$ cat src/rtl/rx_framer_pkg.sv
// Shared definitions for the receive packet framer: K-code values, framer state and symbol classes.
package rx_framer_pkg;

    localparam logic [7:0] K_STP = 8'hFB;
    localparam logic [7:0] K_SDP = 8'h5C;
    localparam logic [7:0] K_END = 8'hFD;
    localparam logic [7:0] K_EDB = 8'hFE;
    localparam logic [7:0] K_COM = 8'hBC;
    localparam logic [7:0] K_SKP = 8'h1C;
    localparam logic [7:0] K_IDL = 8'h7C;
    localparam logic [7:0] K_PAD = 8'hF7;

    typedef enum logic [1:0] {
        IDLE,
        IN_TLP,
        IN_DLP
    } framer_state_t;

    typedef enum logic [2:0] {
        SYM_DATA,
        SYM_STP,
        SYM_SDP,
        SYM_END,
        SYM_EDB,
        SYM_FILLER,
        SYM_BAD_K
    } sym_class_t;

endpackage

$ cat src/rtl/rx_framer_sym_class.sv
// Combinational classifier for one lane: decoded byte plus K flag -> symbol class.
module rx_framer_sym_class
    import rx_framer_pkg::*;
(
    input  logic [7:0] sym,
    input  logic       is_k,
    output sym_class_t sym_class
);

    always_comb begin
        sym_class = SYM_DATA;
        if (is_k) begin
            case (sym)
                K_STP:                      sym_class = SYM_STP;
                K_SDP:                      sym_class = SYM_SDP;
                K_END:                      sym_class = SYM_END;
                K_EDB:                      sym_class = SYM_EDB;
                K_COM, K_SKP, K_IDL, K_PAD: sym_class = SYM_FILLER;
                default:                    sym_class = SYM_BAD_K;
            endcase
        end
    end

endmodule

$ cat src/rtl/rx_packet_framer.sv
// Receive packet framer: byte-serial TLP/DLLP framing across LANES lanes with carry-over state and statistics.
// Optional DLLP length check enabled by defining RX_FRAMER_DLLP_LEN_CHECK_EN.
module rx_packet_framer
    import rx_framer_pkg::*;
#(
    parameter int LANES = 8,
    parameter int CNT_W = 16
) (
    input  logic                 clk,
    input  logic                 rst,
    input  logic                 link_up,
    input  logic [6:0]           active_lanes,
    input  logic                 valid_in,
    input  logic [8*LANES-1:0]   data_in,
    input  logic [LANES-1:0]     dk_in,
    output logic [8*LANES-1:0]   data_out,
    output logic [LANES-1:0]     pl_valid,
    output logic [LANES-1:0]     pl_tlpstart,
    output logic [LANES-1:0]     pl_tlpend,
    output logic [LANES-1:0]     pl_tlpedb,
    output logic [LANES-1:0]     pl_dlpstart,
    output logic [LANES-1:0]     pl_dlpend,
    output logic                 framing_err,
    output logic [CNT_W-1:0]     tlp_count,
    output logic [CNT_W-1:0]     dlp_count,
    output logic [CNT_W-1:0]     err_count
);

    sym_class_t lane_class [LANES];

    for (genvar g = 0; g < LANES; g++) begin : g_cls
        rx_framer_sym_class u_cls (
            .sym       (data_in[8*g +: 8]),
            .is_k      (dk_in[g]),
            .sym_class (lane_class[g])
        );
    end

    framer_state_t    state_q, state_d;
    logic [LANES-1:0] valid_d, tstart_d, tend_d, tedb_d, dstart_d, dend_d;
    logic             err_d;
    logic [CNT_W-1:0] tlp_inc, dlp_inc;
`ifdef RX_FRAMER_DLLP_LEN_CHECK_EN
    localparam logic [2:0] DLLP_LEN = 3'd6;
    logic [2:0] dlen_q, dlen_d;
`endif

    // state_d is the running state as lanes are consumed in order; its last value is registered.
    always_comb begin
        state_d  = state_q;
        valid_d  = '0;
        tstart_d = '0;
        tend_d   = '0;
        tedb_d   = '0;
        dstart_d = '0;
        dend_d   = '0;
        err_d    = 1'b0;
        tlp_inc  = '0;
        dlp_inc  = '0;
`ifdef RX_FRAMER_DLLP_LEN_CHECK_EN
        dlen_d   = dlen_q;
`endif
        if (!link_up) begin
            state_d = IDLE;
        end else if (valid_in) begin
            for (int i = 0; i < LANES; i++) begin
                if (i < int'(active_lanes)) begin
                    case (lane_class[i])
                        SYM_STP: begin
                            err_d       = err_d | (state_d != IDLE);
                            tstart_d[i] = 1'b1;
                            state_d     = IN_TLP;
                        end
                        SYM_SDP: begin
                            err_d       = err_d | (state_d != IDLE);
                            dstart_d[i] = 1'b1;
                            state_d     = IN_DLP;
`ifdef RX_FRAMER_DLLP_LEN_CHECK_EN
                            dlen_d      = 3'd0;
`endif
                        end
                        SYM_DATA: begin
                            if (state_d == IN_TLP) begin
                                valid_d[i] = 1'b1;
                            end else if (state_d == IN_DLP) begin
`ifdef RX_FRAMER_DLLP_LEN_CHECK_EN
                                if (dlen_d == DLLP_LEN) begin
                                    err_d   = 1'b1;
                                    state_d = IDLE;
                                end else begin
                                    valid_d[i] = 1'b1;
                                    dlen_d     = dlen_d + 3'd1;
                                end
`else
                                valid_d[i] = 1'b1;
`endif
                            end
                        end
                        SYM_END: begin
                            if (state_d == IN_TLP) begin
                                tend_d[i] = 1'b1;
                                tlp_inc   = tlp_inc + CNT_W'(1);
                            end else if (state_d == IN_DLP) begin
`ifdef RX_FRAMER_DLLP_LEN_CHECK_EN
                                if (dlen_d == DLLP_LEN) begin
                                    dend_d[i] = 1'b1;
                                    dlp_inc   = dlp_inc + CNT_W'(1);
                                end else begin
                                    err_d = 1'b1;
                                end
`else
                                dend_d[i] = 1'b1;
                                dlp_inc   = dlp_inc + CNT_W'(1);
`endif
                            end else begin
                                err_d = 1'b1;
                            end
                            state_d = IDLE;
                        end
                        SYM_EDB: begin
                            if (state_d == IN_TLP) tedb_d[i] = 1'b1;
                            else                   err_d     = 1'b1;
                            state_d = IDLE;
                        end
                        default: begin
                            // Filler and unknown K-codes only matter when they interrupt a packet.
                            if (state_d != IDLE) begin
                                err_d   = 1'b1;
                                state_d = IDLE;
                            end
                        end
                    endcase
                end
            end
        end
    end

    always_ff @(posedge clk) begin
        if (rst) begin
            state_q     <= IDLE;
            data_out    <= '0;
            pl_valid    <= '0;
            pl_tlpstart <= '0;
            pl_tlpend   <= '0;
            pl_tlpedb   <= '0;
            pl_dlpstart <= '0;
            pl_dlpend   <= '0;
            framing_err <= 1'b0;
            tlp_count   <= '0;
            dlp_count   <= '0;
            err_count   <= '0;
`ifdef RX_FRAMER_DLLP_LEN_CHECK_EN
            dlen_q      <= '0;
`endif
        end else begin
            state_q     <= state_d;
            data_out    <= data_in;
            pl_valid    <= valid_d;
            pl_tlpstart <= tstart_d;
            pl_tlpend   <= tend_d;
            pl_tlpedb   <= tedb_d;
            pl_dlpstart <= dstart_d;
            pl_dlpend   <= dend_d;
            framing_err <= err_d;
            tlp_count   <= tlp_count + tlp_inc;
            dlp_count   <= dlp_count + dlp_inc;
            if (err_d && (err_count != '1)) err_count <= err_count + CNT_W'(1);
`ifdef RX_FRAMER_DLLP_LEN_CHECK_EN
            dlen_q      <= dlen_d;
`endif
        end
    end

endmodule
$ cat config.mk
export PLATFORM = sky130hd
export DESIGN_NAME = rx_packet_framer
export DESIGN_NICKNAME = d
export VERILOG_FILES = /design/src/rtl/rx_framer_pkg.sv /design/src/rtl/rx_framer_sym_class.sv /design/src/rtl/rx_packet_framer.sv
export SDC_FILE = /design/constraint.sdc
export NUM_CORES = 1
export LEC_CHECK = 0
export ABC_AREA = 1
export CAP_MARGIN = 40
export CORE_MARGIN = 2
export CORE_UTILIZATION = 42
export CTS_CLUSTER_DIAMETER = 100
export CTS_CLUSTER_SIZE = 8
export DETAILED_ROUTE_END_ITERATION = 7
export HOLD_SLACK_MARGIN = 0.1
export PLACE_DENSITY = 0.7
export SLEW_MARGIN = 40
export SYNTH_ARGS = -nofsm -noshare
export SYNTH_HDL_FRONTEND = slang
export SYNTH_SLANG_ARGS = --single-unit
$ cat constraint.sdc
create_clock -name clk -period 27.7 [get_ports clk]
set_input_delay 6.925 -clock clk [delete_from_list [all_inputs] [get_ports clk]]
set_output_delay 6.925 -clock clk [all_outputs]
set_load 0.02 [all_outputs]
==> impl_metrics.json <==
{
  "core-area_mm2": 0.0233,
  "clock_path_buffers": 2,
  "whs_ns": 0.489,
  "path_clk_slew_ns": 0.07,
  "cts_sinks": 163,
  "fmax_mhz": 62.1,
  "grt_pass1_wl_mm": 43.7,
  "dr.first_iter.drc_count": 547,
  "hp-class": "reg -> reg",
  "remaining_drc_errors": 0,
  "diodes": 0,
  "finalSetupViolations": 0,
  "p_sw_share_pct": 29.0,
  "io_buffers": 243,
  "finalCritPeriodShare_pct": 58.1,
  "start_util_pct": 42.5,
  "post_cts_buffers": 0,
  "min_path_cells": 2,
  "worst_pin_slew_ns": 0.776,
  "rows": 56,
  "peakVddDrop_mv": 0.0340,
  "placed_cell_area_mm2": 0.0127,
  "clkLatencyLatePin_ns": 0.44,
  "status": "completed",
  "gr-total-overflow": 0,
  "dieHeight_um": 158,
  "synth.distinct_cells": 53,
  "htreeDepth": 4,
  "gp_congestion": 0.898,
  "nets": 1884,
  "cts-root-buf": "clkbuf_16",
  "clkPwrFrac_pct": 41.5,
  "io_pins": 244,
  "dr.pass1.iters": 6,
  "place_hpwl_mm": 21.1,
  "async_flop_share_pct": 0,
  "vias": 10100,
  "wirelength_mm": 26.7,
  "final_core_util_pct": 56.8,
  "holdBufCountCts": 0,
  "maxCapViolations": 0,
  "fillerInstances": 2299,
  "ys_ff_latch": 163,
  "cp_top_family": "simple AND/OR/NAND/NOR gates",
  "arrival_ns": 16.41,
  "worst-path-buf-inv": 15,
  "post_drt_wl_per_cell_um": 12.9,
  "synthCells": 1495,
  "setup_tns_ns": 0,
  "power.total_uw": 558,
  "cp.depth": 71,
  "slew_headroom_pct": 48.2,
  "seq_area_frac_synth_pct": 32.9,
  "yosys_warnings": 0,
  "rsz0062_at_grt": "no",
  "synth_edf_count": 0,
  "report.final.slew_viol_count": 0,
  "stdcell_area_mm2": 0.0133,
  "first_global_vias": 9625,
  "worstPathMaxFanout": 11,
  "antenna_found_initial": 0,
  "post_cts_resized": 0,
  "hold_viol_final": 0,
  "critPathSlowestCell": "nor3_1",
  "power.internal_uw": 397,
  "power_density_mw_per_mm2": 42.1,
  "cts_tree": "yes",
  "comb_power_share_pct": 14.8,
  "cp.required_ns": 28.00,
  "synth-main-ff-cell": "dfxtp_1",
  "min_period_ns": 16.10,
  "die_w_um": 158,
  "cts_buffers": 17,
  "ant_nets": 0,
  "avgSynthCellArea_um2": 6.63,
  "cpPeakStageDelay_ns": 0.60,
  "p_sw_uw": 162,
  "drive_gt1_share_pct": 8.89,
  "grt_max_degree": 56,
  "syn_area_mm2": 0.00992,
  "critPathCaptureType": "register",
  "critPathMostFrequentCell": "nand2_1",
  "r2r_cells": 71,
  "pwr-share-seq_pct": 43.7,
  "start_kind": "input pin",
  "crit_type": "in -> reg",
  "areaGrowthSynthToFinish_pct": 33.7,
  "globalRouteTotalUtil_pct": 21.7,
  "skew_ns": 0.00793,
  "vias_per_cell": 4.88,
  "leakagePower_nw": 6.04,
  "fp.dieArea_mm2": 0.0249
}
## placed cells by master (no fill, tap or decap), types with 3 or more instances in the layout
cell             Yosys  final
xnor2_1              5      5
nand4_2              3      3
nand3_1             99     99
clkinv_4             0      6
dfxtp_1            163    163
nand3_2             13     13
nor2_4               7      7
ha_1                57     57
o21bai_1             4      4
inv_6                0      3
o31ai_1              3      3
nand4_1             51     51
conb_1               1      4
nor3b_1              4      4
nand3b_1             4      4
nor3_1              41     41
a31oi_1              4      4
inv_1              238    238
nor2_1             248    248
nand2_2             38     38
nor2_2              15     15
clkdlybuf4s50_1      0    242
or2_2                4      4
clkbuf_16            0     17
buf_4                1      3
o21ai_0             39     39
nor4_1               9      9
a22oi_1              3      3
o21ai_1              7      7
a21oi_1             58     58
inv_8                0      3
xor2_1               9      9
o21a_1               5      5
nand2_1            288    288
inv_2               23     23
## cells by family (layout without fill, tap and decap cells)
logic type	count (synthesis)	in the layout	share of synthesized area (%)
AOI/OAI and AO/OA	132	132	7.47
xor gates and xnor gates	14	14	1.24
adders and majority gates	59	59	7.60
buffers and inverters	284	541	10.8
DFF	163	163	32.9
other	1	4	0.0378
and+or+nand+nor	842	842	39.9
## worst register-to-register path, delay by kind of cell (launching register included)
kind                     cells  cell delay (ns)
AND/OR/NAND/NOR             39             3.70
adder cells (fa/ha/maj)     10             2.11
buffers and inverters       15             1.25
AO/OA/AOI/OAI                7             1.20
flip-flops                   1             0.45
## sequential cells by signal (all words and copies together) (netlist names)
signal,count
state_q,2
dlp_count,16
pl_valid,8
err_count,16
pl_dlpstart,8
framing_err,1
pl_tlpend,8
data_out,64
pl_dlpend,8
pl_tlpedb,8
pl_tlpstart,8
tlp_count,16
## synthesized netlist by cell type (4+ instances only)
cell type	n	area, µm²
nand3_2	13	130
nor2_2	15	93.8
o21ai_0	39	195
dfxtp_1	163	3260
nor2_4	7	78.8
o21ai_1	7	35.0
a21oi_1	58	290
nand3b_1	4	30.0
nand4_1	51	319
nand2_1	288	1080
xor2_1	9	78.8
a31oi_1	4	25.0
or2_2	4	25.0
nand3_1	99	495
o21bai_1	4	30.0
ha_1	57	713
nand2_2	38	238
clkbuf_1	16	60.1
inv_1	238	893
nor4_1	9	56.3
xnor2_1	5	43.8
nor2_1	248	931
o21a_1	5	37.5
nor3_1	41	205
nor3b_1	4	30.0
inv_2	23	86.3
## through the flow
stage,instances,worst slack [ns]
floorplan,1498,13.22
global placement,2042,11.75
finish,2074,11.60
detailed placement,2042,11.34
global route,2074,10.37
CTS,2074,11.68
## power by group through the flow
stage	registers, mW	clock network, mW	logic [mW]
2_1_floorplan	0.258	0	0.0349
3_3_place_gp	0.249	0	0.0807
3_5_place_dp	0.249	0	0.0818
4_1_cts	0.244	0.238	0.0824
5_1_grt	0.245	0.246	0.0913
6_report	0.244	0.232	0.0825
## cell type report
cell class / count / area, µm² / share of cell area (%)
Multi-Input combinational cell: 1051 / 5590 / 42.2
Sequential cell: 163 / 3260 / 24.6
Timing Repair Buffer: 245 / 2440 / 18.4
Inverter: 264 / 992 / 7.49
Clock buffer: 19 / 443 / 3.34
Tap cell: 319 / 399 / 3.01
Clock inverter: 13 / 120 / 0.906
## final timing paths
path	start	end	slack (ns)
min reg2reg	dlp_count[14]	dlp_count[14]	0.49
max reg2reg	state_q[0]	tlp_count[14]	18.87
min	dlp_count[14]	dlp_count[14]	0.49
max	active_lanes[6]	tlp_count[14]	11.60
## routing by layer
metal  GRT usage [%]  vias to the layer above  wire length (µm)
li1                -                     5249                 -
met3            6.65                       47              2170
met4            7.49                        0               585
met1            25.3                     4518             11400
met2            37.7                      302             12600
met5               0                        -                 0
Power figures use the tool's default switching activity.
